==> src/rtl/fir_pkg.sv <==
// Shared filter definitions: default sample width, kernel taps and FSM state type.
// Used by fir_interp2 and the existing low-pass filter.
package fir_pkg;

  localparam int SIGNAL_SIZE_DEF = 8;

  // Kernel [1 2 4 2 1]; even phase uses taps 0/2/4, odd phase uses taps 1/3.
  localparam int TAP0 = 1;
  localparam int TAP1 = 2;
  localparam int TAP2 = 4;
  localparam int TAP3 = 2;
  localparam int TAP4 = 1;

  typedef enum logic [1:0] {
    WAIT_IN   = 2'd0,
    EMIT_EVEN = 2'd1,
    EMIT_ODD  = 2'd2
  } fir_state_e;

endpackage

==> src/rtl/fir_interp2.sv <==
// 2x polyphase interpolator for the zero-stuffed kernel [1 2 4 2 1].
// One input produces an even then an odd output, with ready/valid on both sides.
module fir_interp2
  import fir_pkg::*;
#(
  parameter int SIGNAL_SIZE = SIGNAL_SIZE_DEF,
  parameter int OUT_W       = SIGNAL_SIZE + 3
) (
  input  logic                          clk,
  input  logic                          rst,
  input  logic signed [SIGNAL_SIZE-1:0] in_data,
  input  logic                          in_valid,
  output logic                          in_ready,
  output logic signed [OUT_W-1:0]       out_data,
  output logic                          out_valid,
  input  logic                          out_ready
);

  if (OUT_W < SIGNAL_SIZE + 3) begin : g_bad_width
    $error("fir_interp2: OUT_W must be at least SIGNAL_SIZE+3");
  end

  localparam logic signed [OUT_W-1:0] K0 = OUT_W'(TAP0);
  localparam logic signed [OUT_W-1:0] K1 = OUT_W'(TAP1);
  localparam logic signed [OUT_W-1:0] K2 = OUT_W'(TAP2);
  localparam logic signed [OUT_W-1:0] K3 = OUT_W'(TAP3);
  localparam logic signed [OUT_W-1:0] K4 = OUT_W'(TAP4);

  fir_state_e                    state_q, state_d;
  logic signed [SIGNAL_SIZE-1:0] h0_q, h1_q, h2_q;
  logic signed [SIGNAL_SIZE-1:0] h0_d, h1_d, h2_d;
  logic signed [OUT_W-1:0]       out_data_q, out_data_d;
  logic                          accept;

  function automatic logic signed [OUT_W-1:0] sx(input logic signed [SIGNAL_SIZE-1:0] v);
    return {{(OUT_W-SIGNAL_SIZE){v[SIGNAL_SIZE-1]}}, v};
  endfunction

  always_ff @(posedge clk) begin
    if (rst) begin
      state_q    <= WAIT_IN;
      h0_q       <= '0;
      h1_q       <= '0;
      h2_q       <= '0;
      out_data_q <= '0;
    end else begin
      state_q    <= state_d;
      h0_q       <= h0_d;
      h1_q       <= h1_d;
      h2_q       <= h2_d;
      out_data_q <= out_data_d;
    end
  end

  always_comb begin
    state_d = state_q;
    unique case (state_q)
      WAIT_IN:   if (in_valid) state_d = EMIT_EVEN;
      EMIT_EVEN: if (out_ready) state_d = EMIT_ODD;
      EMIT_ODD:  if (out_ready) state_d = in_valid ? EMIT_EVEN : WAIT_IN;
      default:   state_d = WAIT_IN;
    endcase
  end

  always_comb begin
    in_ready  = 1'b0;
    out_valid = 1'b0;
    unique case (state_q)
      WAIT_IN:   in_ready = 1'b1;
      EMIT_EVEN: out_valid = 1'b1;
      EMIT_ODD: begin
        out_valid = 1'b1;
        in_ready  = out_ready;
      end
      default: ;
    endcase
  end

  assign accept   = in_valid && in_ready;
  assign out_data = out_data_q;

  // Even phase is evaluated on the post-shift history (in_data, h0, h1) so it
  // can be registered in the same cycle the sample is accepted.
  always_comb begin
    h0_d       = h0_q;
    h1_d       = h1_q;
    h2_d       = h2_q;
    out_data_d = out_data_q;
    if (accept) begin
      h0_d       = in_data;
      h1_d       = h0_q;
      h2_d       = h1_q;
      out_data_d = sx(in_data) * K0 + sx(h0_q) * K2 + sx(h1_q) * K4;
    end else if (state_q == EMIT_EVEN && out_ready) begin
      out_data_d = sx(h0_q) * K1 + sx(h1_q) * K3;
    end
  end

endmodule

==> config.mk <==
export PLATFORM = sky130hd
export DESIGN_NAME = fir_interp2
export DESIGN_NICKNAME = d
export VERILOG_FILES = /design/src/rtl/fir_pkg.sv /design/src/rtl/fir_interp2.sv
export SDC_FILE = /design/constraint.sdc
export NUM_CORES = 1
export LEC_CHECK = 0
export BUFFER_PORTS_ARGS = -buffer_cell sky130_fd_sc_hd__buf_2
export CAP_MARGIN = 5
export CORE_ASPECT_RATIO = 0.75
export CORE_MARGIN = 1.5
export CORE_UTILIZATION = 58
export CTS_CLUSTER_SIZE = 24
export DETAILED_ROUTE_END_ITERATION = 7
export PLACE_DENSITY = 0.81
export SYNTH_ARGS = -nofsm -noshare
export SYNTH_HDL_FRONTEND = slang
export SYNTH_SLANG_ARGS = --single-unit
==> constraint.sdc <==
create_clock -name clk -period 6.3 [get_ports clk]
set_clock_uncertainty 0.1 [all_clocks]
set_input_delay 1.89 -clock clk [delete_from_list [all_inputs] [get_ports clk]]
set_output_delay 1.89 -clock clk [all_outputs]
set_load 0.01 [all_outputs]
**Word level (Yosys, flattened, before mapping)**

Cells that the tools add are included.

- Reduce and logical (&&, ||, !) cells: 6
- Equality and inequality tests: 5
- Add/sub/neg operators: 3
- Muxes and demuxes: 9

Operator list:

| cell | count |
|---|---|
| 11-bit two-way mux | 2 |
| 11-bit by 8-bit adder with 11-bit output | 1 |
| 8-bit by 10-bit adder with 11-bit output | 1 |
| 9-bit by 9-bit adder with 10-bit output | 1 |
| 2-bit two-way mux | 3 |
| 2-bit != test (second input constant) | 3 |
| 2-bit case mux with 3 select lines | 1 |
| 3-bit AND reduction | 1 |
| 2-bit by 1-bit equality test with 1-bit output (second input constant) | 1 |
| 2-bit equality test (second input constant) | 1 |
| 1-bit logical AND | 2 |
| 2-bit zero test | 1 |
| 1-bit two-way mux | 2 |
| 1-bit case mux with 2 select lines | 1 |
| 2-bit nonzero test | 1 |
| 2-bit OR reduction | 1 |

- Word-level logic and storage cells: 27
- Input port bits: 12
- Output and inout port bits: 13
- Bits in registers: 29

**Depth between registers and ports, before layout**

- Depth after elaboration: 4
- Depth in mapped cells: 9
- Mapped depth without buffers: 9

**Worst setup path before layout**

Ideal clock, no wire load.

- Path kind: input port to output port
- Start: in out_ready
- End: out in_ready
- Required time: 4.310 ns
- Stages on the path: 1
- Path slack: 2.212 ns
- Buffers on the path: 0
- Data arrival time: 2.098 ns
- Cell sequence: a21o_1

- Longest elaborated chain between the ends: 1

Ends and longest elaborated chain:

| item | line | text |
|---|---|---|
| from (decl) | fir_interp2.sv:16 | `input logic out_ready` |
| 1-bit case mux with 2 select lines | fir_interp2.sv:68 | `unique case (state_q)` |
| to (decl) | fir_interp2.sv:13 | `output logic in_ready,` |

No other way between the ends.

**Final worst setup path**

Ends and elaborated chain as after synthesis.

==> impl_metrics.yaml <==
outcome:
  status: "finished clean"
power_and_ir_drop:
  p_per_area_nw_per_um2: 347
  ir_drop_mv: 0.209
  totalPowerFinal_w: 0.000853
  p_leak_nw: 1.11
routing:
  dr.pass1.iters: 5
  final_antenna_net_count: 0
  drtIter0Drc: 247
  wirelength_microns: 5060
  wl_per_cell_microns: 14.8
  vias: 2047
  drc: 0
  via_per_inst: 5.97
place:
  dp.cells: 335
  port-buffer-count: 24
  place.gp.congestion: 0.889
  place.detailed.hpwl_microns: 3690
floorplanning:
  start_util: 0.604
  die_width_microns: 74.3
  row_count: 19
  die_y_microns: 56.5
  die_area_sq_um: 4190
  ios: 25
  core_area_sq_um: 3660
clock_tree:
  clk_latency_ns: 0.29
  cts_sinks: 29
  clk_pin_slew_ns: 0.07
  cts_tree: "built"
  hold_buffers: 0
  cts_root_buf: "clkbuf_8"
  numCtsBuffers: 5
  cts.repair.resized: 0
  cts_buffer_depth: 2
  h-tree-depth: 2
  postCtsSetupRepairBufs: 0
finish:
  antennaDiodeCount: 0
  n_fill_cell: 334
  layout-drive-gt1-share: 0.134
  nNetsFinal: 336
  fin_cells: 343
  multi_input_area_sq_um: 1530
  area_delta_synth_final_pct: 11.2
  seqCellArea_sq_um: 581
sta:
  rsz0062_at_grt: "false"
  relSlewSlack: 0.382
  tns_ns: 0
  fmax_mhz: 230
  min_period_over_period: 0.691
  fin_crit_ns: 4.35
  setup_viol: 0
  hold_viol: 0
  worstMarginPinSlew_ns: 0.927
  slew_violations: 0
yosys:
  ys_seq_area_frac: 0.263
  syn_area_sq_um: 2210
  yosys_warnings: 0
  synth_edf_count: 0
  synth.avg_cell_area_sq_um: 8.24
  synth-async-reset-ratio: 0
  synthCells: 268
  yosysUniqueCellTypes: 44
  synth_flop_cell: "dfxtp_1"
  ys_seq_elements: 29
  synth.net_count: 314
setup_path:
  crit_required_ns: 4.31
  r2r-start: "h0_q[0]$_SDFFE_PP0P_"
  crit_start: "out_ready"
  crit_end: "in_ready"
  reg2reg_depth: 9
  critPathMaxFanout: 5
  cp_data_arrival_time_ns: 2.36
  startpoint_type: "input pin"
  r2r_slack_ns: 3.61
  r2r_end: "out_data[6]$_SDFFE_PP0P_"
  crit_type: "in2out"
  end_kind: "output pin"
flow_run:
  drv_cap: 0
grt:
  use_met2: 0.351
  globalRoute.busiestLayer: "met1"
  grt_use_met3: 0.0610
  met1_usage: 0.394
  grt_overflow_total: 0
  grt_pass1_wl_microns: 8180
  grt_usage: 0.258
  antenna_found_initial: 0
  grt_pass1_vias: 1763
  grt_max_degree: 31
hold_path:
  hp-class: "reg2reg"
-- kinds of logic (layout without fill, tap and decap cells) --
kind of cell,count (synthesis),count (layout),share of synthesized area
AND/OR/NAND/NOR,87,87,0.185
AO/OA/AOI/OAI,83,83,0.240
adder cells (fa/ha/maj),34,34,0.227
flip-flops,29,29,0.263
buffers and inverters,26,49,0.0464
multiplexers,5,5,0.0232
XOR/XNOR,4,4,0.0159
-- worst max-delay path: stages --
cell and delay (ns):
buf_2 0.12, a21o_1 0.20, buf_2 0.14
-- cell type report --
class | count | share of cell area
Multi-Input combinational cell | 213 | 0.621
Sequential cell | 29 | 0.236
Timing Repair Buffer | 24 | 0.0489
Clock buffer | 7 | 0.0392
Tap cell | 52 | 0.0265
Inverter | 17 | 0.0260
Clock inverter | 1 | 0.00204
-- cell usage in the layout (no fill, tap or decap), types with 4 or more instances in the layout --
| cell | instances |
|---|---|
| ha_1 | 24 |
| buf_2 | 24 |
| o21a_1 | 5 |
| a21o_1 | 5 |
| a211oi_1 | 7 |
| mux2i_1 | 4 |
| a21oi_1 | 33 |
| nor2_1 | 11 |
| nand2_1 | 43 |
| clkbuf_8 | 7 |
| nor3_1 | 5 |
| nand3_1 | 5 |
| inv_1 | 17 |
| or3_1 | 7 |
| fa_1 | 10 |
| o21ai_0 | 13 |
| dfxtp_1 | 29 |
-- per-layer routing --
metal	share of wire	routed length [microns]
met1	0.48	2410
met2	0.41	2100
met3	0.093	472
met4	0.016	79
met5	0	0
-- where the power goes --
group / internal, W / switching, W / total, W
Sequential: 0.000226 / 0.0000349 / 0.000261
Clock: 0.0000986 / 0.0000763 / 0.000175
Combinational: 0.000171 / 0.000246 / 0.000418
Total: 0.000496 / 0.000358 / 0.000853
-- registers in the layout, indices dropped and copies added (netlist names) --
signal	cells
state_q	2
h0_q	8
out_data	11
h1_q	8
-- through the flow --
stage	hold WS, ns	cell area, sq um	setup WS [ns]	utilization
finish	0.363	2460	1.95	0.671
floorplan	0.353	2210	2.21	-
global placement	0.354	2360	1.96	0.644
CTS	0.366	2460	1.95	0.671
detailed placement	0.357	2360	1.96	0.644
global route	0.391	2460	1.94	0.671
-- synth_stat cells (3+ instances only) --
| cell type | n | share of area |
|---|---|---|
| or3_1 | 7 | 0.020 |
| inv_1 | 17 | 0.029 |
| nor2_1 | 11 | 0.019 |
| fa_1 | 10 | 0.091 |
| nand3_1 | 5 | 0.011 |
| and2_1 | 3 | 0.0085 |
| nor3_1 | 5 | 0.011 |
| buf_2 | 4 | 0.0091 |
| dfxtp_1 | 29 | 0.26 |
| a311oi_1 | 3 | 0.012 |
| ha_1 | 24 | 0.14 |
| nand2b_1 | 3 | 0.0085 |
| a211oi_1 | 7 | 0.024 |
| nand2_1 | 43 | 0.073 |
| o21ai_0 | 13 | 0.029 |
| a21o_1 | 5 | 0.017 |
| mux2i_1 | 4 | 0.018 |
| a21oi_1 | 33 | 0.075 |
| clkbuf_1 | 5 | 0.0085 |
| o21a_1 | 5 | 0.017 |
-- how the worst min path moves through the flow --
stage	from	to	slack [ns]	depth (start not counted)
final	out_data[0]$_SDFFE_PP0P_	out_data[0]$_SDFFE_PP0P_	0.36	2
after global routing	out_data[0]$_SDFFE_PP0P_	out_data[0]$_SDFFE_PP0P_	0.39	2
after CTS	out_data[0]$_SDFFE_PP0P_	out_data[0]$_SDFFE_PP0P_	0.37	2
after detailed placement	out_data[0]$_SDFFE_PP0P_	out_data[0]$_SDFFE_PP0P_	0.36	2
after global placement	out_data[0]$_SDFFE_PP0P_	out_data[0]$_SDFFE_PP0P_	0.35	2
after floorplan	h1_q[2]$_SDFFE_PP0P_	h1_q[2]$_SDFFE_PP0P_	0.35	2
Note: power is estimated with default switching activity, not from simulation.
